File: config.mk
export PLATFORM = sky130hd
export DESIGN_NAME = dbs
export DESIGN_NICKNAME = d
export VERILOG_FILES = /design/src/rtl/dbs_pkg.sv /design/src/rtl/dbs_step.sv /design/src/rtl/dbs.sv
export SDC_FILE = /design/constraint.sdc
export NUM_CORES = 1
export LEC_CHECK = 0
export BUFFER_PORTS_ARGS = -buffer_cell sky130_fd_sc_hd__buf_2
export CAP_MARGIN = 20
export CORE_ASPECT_RATIO = 0.6
export CORE_MARGIN = 2
export CORE_UTILIZATION = 61
export CTS_CLUSTER_SIZE = 20
export DETAILED_ROUTE_END_ITERATION = 8
export PLACE_DENSITY = 0.95
export SYNTH_ARGS = -nofsm -noshare
export SYNTH_HDL_FRONTEND = slang
export SYNTH_SLANG_ARGS = --single-unit
File: constraint.sdc
create_clock -name Clock -period 3.25 [get_ports Clock]
set_clock_uncertainty 0.05 [all_clocks]
set_input_delay 0.65 -clock Clock [delete_from_list [all_inputs] [get_ports Clock]]
set_output_delay 0.65 -clock Clock [all_outputs]
set_load 0.01 [all_outputs]
File: src/rtl/dbs_pkg.sv
// dbs_pkg: shared widths and FSM state type for the dbs sequential divider.
// Contents: DVD_W (dividend/quotient width), DVS_W (divisor/remainder width),
//           ITER (iterations per division), CNT_W (iteration counter width),
//           state_e (S_IDLE, S_RUN, S_DONE).
package dbs_pkg;

    localparam int unsigned DVD_W = 16;
    localparam int unsigned DVS_W = 8;
    localparam int unsigned ITER  = 16;
    localparam int unsigned CNT_W = 5;

    typedef enum logic [1:0] {
        S_IDLE = 2'd0,
        S_RUN  = 2'd1,
        S_DONE = 2'd2
    } state_e;

endpackage

File: src/rtl/dbs_step.sv
// dbs_step: one combinational restoring-division iteration.
// Ports:
//   pr      in  [DVS_W-1:0] : current partial remainder
//   da_msb  in  1           : dividend bit being shifted in
//   db      in  [DVS_W-1:0] : divisor
//   pr_next out [DVS_W-1:0] : partial remainder after this step
//   q       out 1           : quotient bit produced by this step
module dbs_step
    import dbs_pkg::*;
(
    input  logic [DVS_W-1:0] pr,
    input  logic             da_msb,
    input  logic [DVS_W-1:0] db,
    output logic [DVS_W-1:0] pr_next,
    output logic             q
);

    logic [DVS_W:0] t;
    logic [DVS_W:0] db_ext;

    // 9-bit trial subtract; the remainder is restored when the trial fails.
    always_comb begin
        t       = {pr, da_msb};
        db_ext  = {1'b0, db};
        q       = (t >= db_ext);
        pr_next = q ? DVS_W'(t - db_ext) : t[DVS_W-1:0];
    end

endmodule

File: src/rtl/dbs.sv
// dbs: sequential 16/8 restoring divider, one quotient bit per clock.
// Optional feature macro: DBS_DIVZERO_EN (divisor zero short-circuits to a
// one-cycle result with Err=1; when undefined Err is tied low and B==0 runs
// the full iteration sequence).
// Ports:
//   Clock in 1  : clock, posedge
//   Reset in 1  : synchronous active-high reset, highest priority
//   Start in 1  : load A/B and (re)start a division
//   A     in 16 : dividend
//   B     in 8  : divisor
//   Q     out 16: quotient (registered, held between results)
//   R     out 8 : remainder (registered, held between results)
//   Busy  out 1 : iterations in progress
//   Done  out 1 : one-cycle pulse when Q/R are fresh
//   Err   out 1 : divide-by-zero flag, valid with Done
module dbs
    import dbs_pkg::*;
(
    input  logic             Clock,
    input  logic             Reset,
    input  logic             Start,
    input  logic [DVD_W-1:0] A,
    input  logic [DVS_W-1:0] B,
    output logic [DVD_W-1:0] Q,
    output logic [DVS_W-1:0] R,
    output logic             Busy,
    output logic             Done,
    output logic             Err
);

    state_e             state_q, state_d;
    logic [DVD_W-1:0]   da_q, da_d;
    logic [DVS_W-1:0]   db_q, db_d;
    logic [DVS_W-1:0]   pr_q, pr_d;
    logic [DVD_W-1:0]   dq_q, dq_d;
    logic [CNT_W-1:0]   cnt_q, cnt_d;
    logic [DVD_W-1:0]   quo_q, quo_d;
    logic [DVS_W-1:0]   rem_q, rem_d;
    logic               busy_q, busy_d;
    logic               done_q, done_d;
`ifdef DBS_DIVZERO_EN
    logic               err_q, err_d;
    logic               dz_q, dz_d;
`endif

    logic [DVS_W-1:0]   step_pr;
    logic               step_q;

    dbs_step u_step (
        .pr      (pr_q),
        .da_msb  (da_q[DVD_W-1]),
        .db      (db_q),
        .pr_next (step_pr),
        .q       (step_q)
    );

    // Next-state and datapath; Start overrides the current state (abort/reload).
    always_comb begin
        state_d = state_q;
        da_d    = da_q;
        db_d    = db_q;
        pr_d    = pr_q;
        dq_d    = dq_q;
        cnt_d   = cnt_q;
        quo_d   = quo_q;
        rem_d   = rem_q;
        done_d  = 1'b0;
`ifdef DBS_DIVZERO_EN
        err_d   = err_q;
        dz_d    = dz_q;
`endif
        if (Start) begin
            state_d = S_RUN;
            da_d    = A;
            db_d    = B;
            pr_d    = '0;
            dq_d    = '0;
            cnt_d   = '0;
`ifdef DBS_DIVZERO_EN
            err_d   = 1'b0;
            dz_d    = (B == '0);
`endif
        end else begin
            case (state_q)
                S_RUN: begin
`ifdef DBS_DIVZERO_EN
                    if (dz_q) begin
                        // Dividend is still unshifted, so its low byte is A[7:0].
                        quo_d   = '1;
                        rem_d   = da_q[DVS_W-1:0];
                        err_d   = 1'b1;
                        done_d  = 1'b1;
                        dz_d    = 1'b0;
                        state_d = S_DONE;
                    end else begin
`endif
                        pr_d  = step_pr;
                        da_d  = da_q << 1;
                        dq_d  = {dq_q[DVD_W-2:0], step_q};
                        cnt_d = cnt_q + CNT_W'(1);
                        if (cnt_q == CNT_W'(ITER - 1)) begin
                            quo_d   = {dq_q[DVD_W-2:0], step_q};
                            rem_d   = step_pr;
                            done_d  = 1'b1;
                            cnt_d   = '0;
                            state_d = S_DONE;
                        end
`ifdef DBS_DIVZERO_EN
                    end
`endif
                end
                S_DONE:  state_d = S_IDLE;
                default: state_d = S_IDLE;
            endcase
        end
`ifdef DBS_DIVZERO_EN
        busy_d = (state_d == S_RUN) && !dz_d;
`else
        busy_d = (state_d == S_RUN);
`endif
    end

    // State and output registers with synchronous reset.
    always_ff @(posedge Clock) begin
        if (Reset) begin
            state_q <= S_IDLE;
            da_q    <= '0;
            db_q    <= '0;
            pr_q    <= '0;
            dq_q    <= '0;
            cnt_q   <= '0;
            quo_q   <= '0;
            rem_q   <= '0;
            busy_q  <= 1'b0;
            done_q  <= 1'b0;
`ifdef DBS_DIVZERO_EN
            err_q   <= 1'b0;
            dz_q    <= 1'b0;
`endif
        end else begin
            state_q <= state_d;
            da_q    <= da_d;
            db_q    <= db_d;
            pr_q    <= pr_d;
            dq_q    <= dq_d;
            cnt_q   <= cnt_d;
            quo_q   <= quo_d;
            rem_q   <= rem_d;
            busy_q  <= busy_d;
            done_q  <= done_d;
`ifdef DBS_DIVZERO_EN
            err_q   <= err_d;
            dz_q    <= dz_d;
`endif
        end
    end

    assign Q    = quo_q;
    assign R    = rem_q;
    assign Busy = busy_q;
    assign Done = done_q;
`ifdef DBS_DIVZERO_EN
    assign Err  = err_q;
`else
    assign Err  = 1'b0;
`endif

endmodule

==> results.json <==
{
  "outcome": "finished, final reports clean",
  "maximum_net_fanout_on_the_critical_path": 12,
  "worst-slew-pin-transition_ns": 0.898,
  "syn_nets": 485,
  "mappedNetlistArea_um2": 3550,
  "min_period_ns": 2.52,
  "n_antenna_cell": 0,
  "asr_flop_ratio_synth_pct": 0,
  "achievable-frequency_mhz": 397,
  "min-delay-path-class": "flip-flop to flip-flop",
  "fp.coreArea_um2": 5600,
  "timing.slew.headroom_pct": 39.8,
  "dominant_register_cell_in_the_synthesized_netlist": "sky130_fd_sc_hd__dfxtp_1",
  "most_frequent_cell_after_synthesis": "sky130_fd_sc_hd__nand2_1",
  "drv.max_cap_violation_count": 0,
  "htree_levels": 3,
  "hold_start": "dq_q[14]",
  "clk_transition_reported_paths_ns": 0.08,
  "worstSetupStartpoint": "db_q[2]",
  "post_drt_wl_per_cell_um": 14.8,
  "cts-resized-gates": 0,
  "die_area_um2": 6460,
  "synth_warnings": 0,
  "postRouteAntennaNets": 0,
  "yosysTopAreaCellShare_pct": 45.2,
  "synthTopCellsByArea": "sky130_fd_sc_hd__dfxtp_1, sky130_fd_sc_hd__nand2_1, sky130_fd_sc_hd__a21oi_1",
  "drc": 0,
  "routabilityCongestion": 0.996,
  "finalHoldViolCount": 0,
  "chipWidth_um": 102,
  "drt_pre_antenna_iters": 5,
  "groute.usage.overall_pct": 27.4,
  "initial_utilization_pct": 63.4,
  "final_layout_size_suffix_gt1_share_pct": 16.7,
  "avgSynthCellArea_um2": 7.91,
  "critical_path.reg2reg.startpoint": "db_q[2]",
  "cts.repair_timing.setup_buffer_count": 0,
  "clock_tree.root_cell": "sky130_fd_sc_hd__clkbuf_8",
  "vias_per_cell": 5.82,
  "global_route.overflow_total": 0,
  "report.final.setup_viol": 0,
  "ioPinCount": 54,
  "synth_cell_type_count": 52,
  "die_h_um": 63.1,
  "vias_in_the_first_global_route": 3084,
  "max_slew_vio_count": 0,
  "seq_area_frac_synth_pct": 45.2,
  "drt_iter0_markers": 375,
  "critPathKind": "flip-flop to flip-flop",
  "final.setup.tns_ns": 0,
  "vdd.ir_drop.worst_mv": 0.320,
  "cts_bufs_inserted": 9,
  "synth.largest_area_cell": "sky130_fd_sc_hd__dfxtp_1",
  "numClockSinks": 80,
  "p_leak_nw": 1.63,
  "end_kind": "flip-flop",
  "final_min_period_over_clock_period_pct": 77.5,
  "portBuffers": 52,
  "cts_max_path_buffers": 2,
  "count_of_vias_placed_by_the_detailed_router": 3325,
  "nets": 523,
  "place_hpwl_mm": 5.82,
  "setup_repair_after_global_routing_missed_its_margin": "false",
  "flow.area_growth_from_synthesis_pct": 13.4,
  "power-per-cell-area_nw_per_um2": 521,
  "synth_enable_flop_cells": 0,
  "cts-hold-fix-buffers": 0,
  "fin_worst_hold_slack_ns": 0.405,
  "row_count": 21,
  "synth.cells.most_frequent": "sky130_fd_sc_hd__nand2_1, sky130_fd_sc_hd__dfxtp_1, sky130_fd_sc_hd__a21oi_1",
  "worstSetupStartpointType": "flip-flop",
  "syn_inst": 448,
  "postSynthRegisterBits": 80,
  "drt-total-wl_mm": 8.46,
  "cp_data_arrival_time_ns": 2.72,
  "critPathRequiredTime_ns": 3.45,
  "grt_start_max_net_pins": 42,
  "clock_tree_from_tritoncts": "built",
  "grt_pass1_wl_mm": 13.9,
  "grt_antenna_before_repair": 0,
  "worst_skew_pair.late_latency_ns": 0.36
}
-- routing by layer --
layer	track usage (%)	up-vias	wire [um]
met5	0	-	0
li1	-	1608	-
met3	6.44	25	622
met4	10.0	0	172
met2	44.0	157	3920
met1	35.9	1535	3740
-- placed cells by master (no fill, tap or decap), types with 2 or more instances in the layout --
cell | synthesis | final
sky130_fd_sc_hd__nand2b_1 | 2 | 2
sky130_fd_sc_hd__o21ai_0 | 13 | 13
sky130_fd_sc_hd__nor2_1 | 51 | 51
sky130_fd_sc_hd__nand2_1 | 102 | 102
sky130_fd_sc_hd__nor3_2 | 2 | 2
sky130_fd_sc_hd__a211oi_1 | 5 | 5
sky130_fd_sc_hd__buf_2 | 5 | 52
sky130_fd_sc_hd__o41ai_1 | 2 | 2
sky130_fd_sc_hd__clkinvlp_4 | 0 | 3
sky130_fd_sc_hd__a31oi_1 | 7 | 7
sky130_fd_sc_hd__a311oi_1 | 3 | 3
sky130_fd_sc_hd__a211o_1 | 2 | 2
sky130_fd_sc_hd__buf_4 | 2 | 5
sky130_fd_sc_hd__clkbuf_8 | 0 | 11
sky130_fd_sc_hd__nand3_1 | 9 | 9
sky130_fd_sc_hd__mux2i_1 | 9 | 9
sky130_fd_sc_hd__and3_1 | 2 | 2
sky130_fd_sc_hd__ha_1 | 9 | 9
sky130_fd_sc_hd__nor3_1 | 2 | 2
sky130_fd_sc_hd__o211ai_1 | 2 | 2
sky130_fd_sc_hd__a21oi_1 | 71 | 71
sky130_fd_sc_hd__dfxtp_1 | 80 | 80
sky130_fd_sc_hd__a32o_1 | 4 | 4
sky130_fd_sc_hd__inv_1 | 13 | 13
-- layout make-up --
type	count	area, um^2
fillers	400	1580
clock inverters	4	52.6
inverters	13	48.8
flip-flops and latches	80	1600
well taps	80	100
clock buffers	12	155
multi-input cells	325	1760
repair buffers	57	298
-- sequential cells by signal, summed over array words and instances (netlist names) --
signal	cells
state_q	2
R	8
Q	16
Done	1
dq_q	15
db_q	8
Busy	1
pr_q	8
da_q	16
cnt_q	5
-- through the flow --
stage                     utilization (%)  area [um^2]  total power, mW  worst slack (ns)  instances
after floorplan                         -         3550             1.27              1.23        448
after global placement               68.1         3810             1.33             0.979        555
after detailed placement             68.1         3810             1.34             0.846        555
after CTS                            71.8         4020             2.08             0.804        571
after global routing                 71.8         4020             2.17             0.561        571
final                                71.8         4020             2.09             0.731        571
-- worst max-delay path: stages, from the launching register on --
cell and delay [ns]:
sky130_fd_sc_hd__dfxtp_1 0.34, sky130_fd_sc_hd__inv_1 0.05, sky130_fd_sc_hd__ha_1 0.36, sky130_fd_sc_hd__o21ai_0 0.16
sky130_fd_sc_hd__a21oi_1 0.12, sky130_fd_sc_hd__o31ai_2 0.76, sky130_fd_sc_hd__nand3_1 0.26, sky130_fd_sc_hd__a32o_1 0.31
-- worst paths after layout --
path                 to  slack [ns]  cells past startpoint
setup / recovery   R[1]        0.73                      7
hold reg to reg   Q[15]        0.40                      2
setup reg to reg   R[1]        0.73                      7
hold / removal    Q[15]        0.40                      2
-- power by group --
group	switching [mW]	internal [mW]	total [mW]
Clock	0.362	0.397	0.759
Sequential	0.0174	1.00	1.02
Combinational	0.208	0.106	0.313
-- cells by family (layout without fill, tap and decap cells) --
kind of cell / count (synthesis) / in the layout / share of synthesized area, %
and+or+nand+nor: 182 / 182 / 22.2
AOI/OAI and AO/OA: 121 / 121 / 20.6
DFF: 80 / 80 / 45.2
buffers and inverters: 43 / 86 / 5.15
adders and majority gates: 10 / 10 / 3.74
muxes: 9 / 9 / 2.54
xor gates and xnor gates: 2 / 2 / 0.494
other: 1 / 1 / 0.106
(Power assumes the default switching activity.)
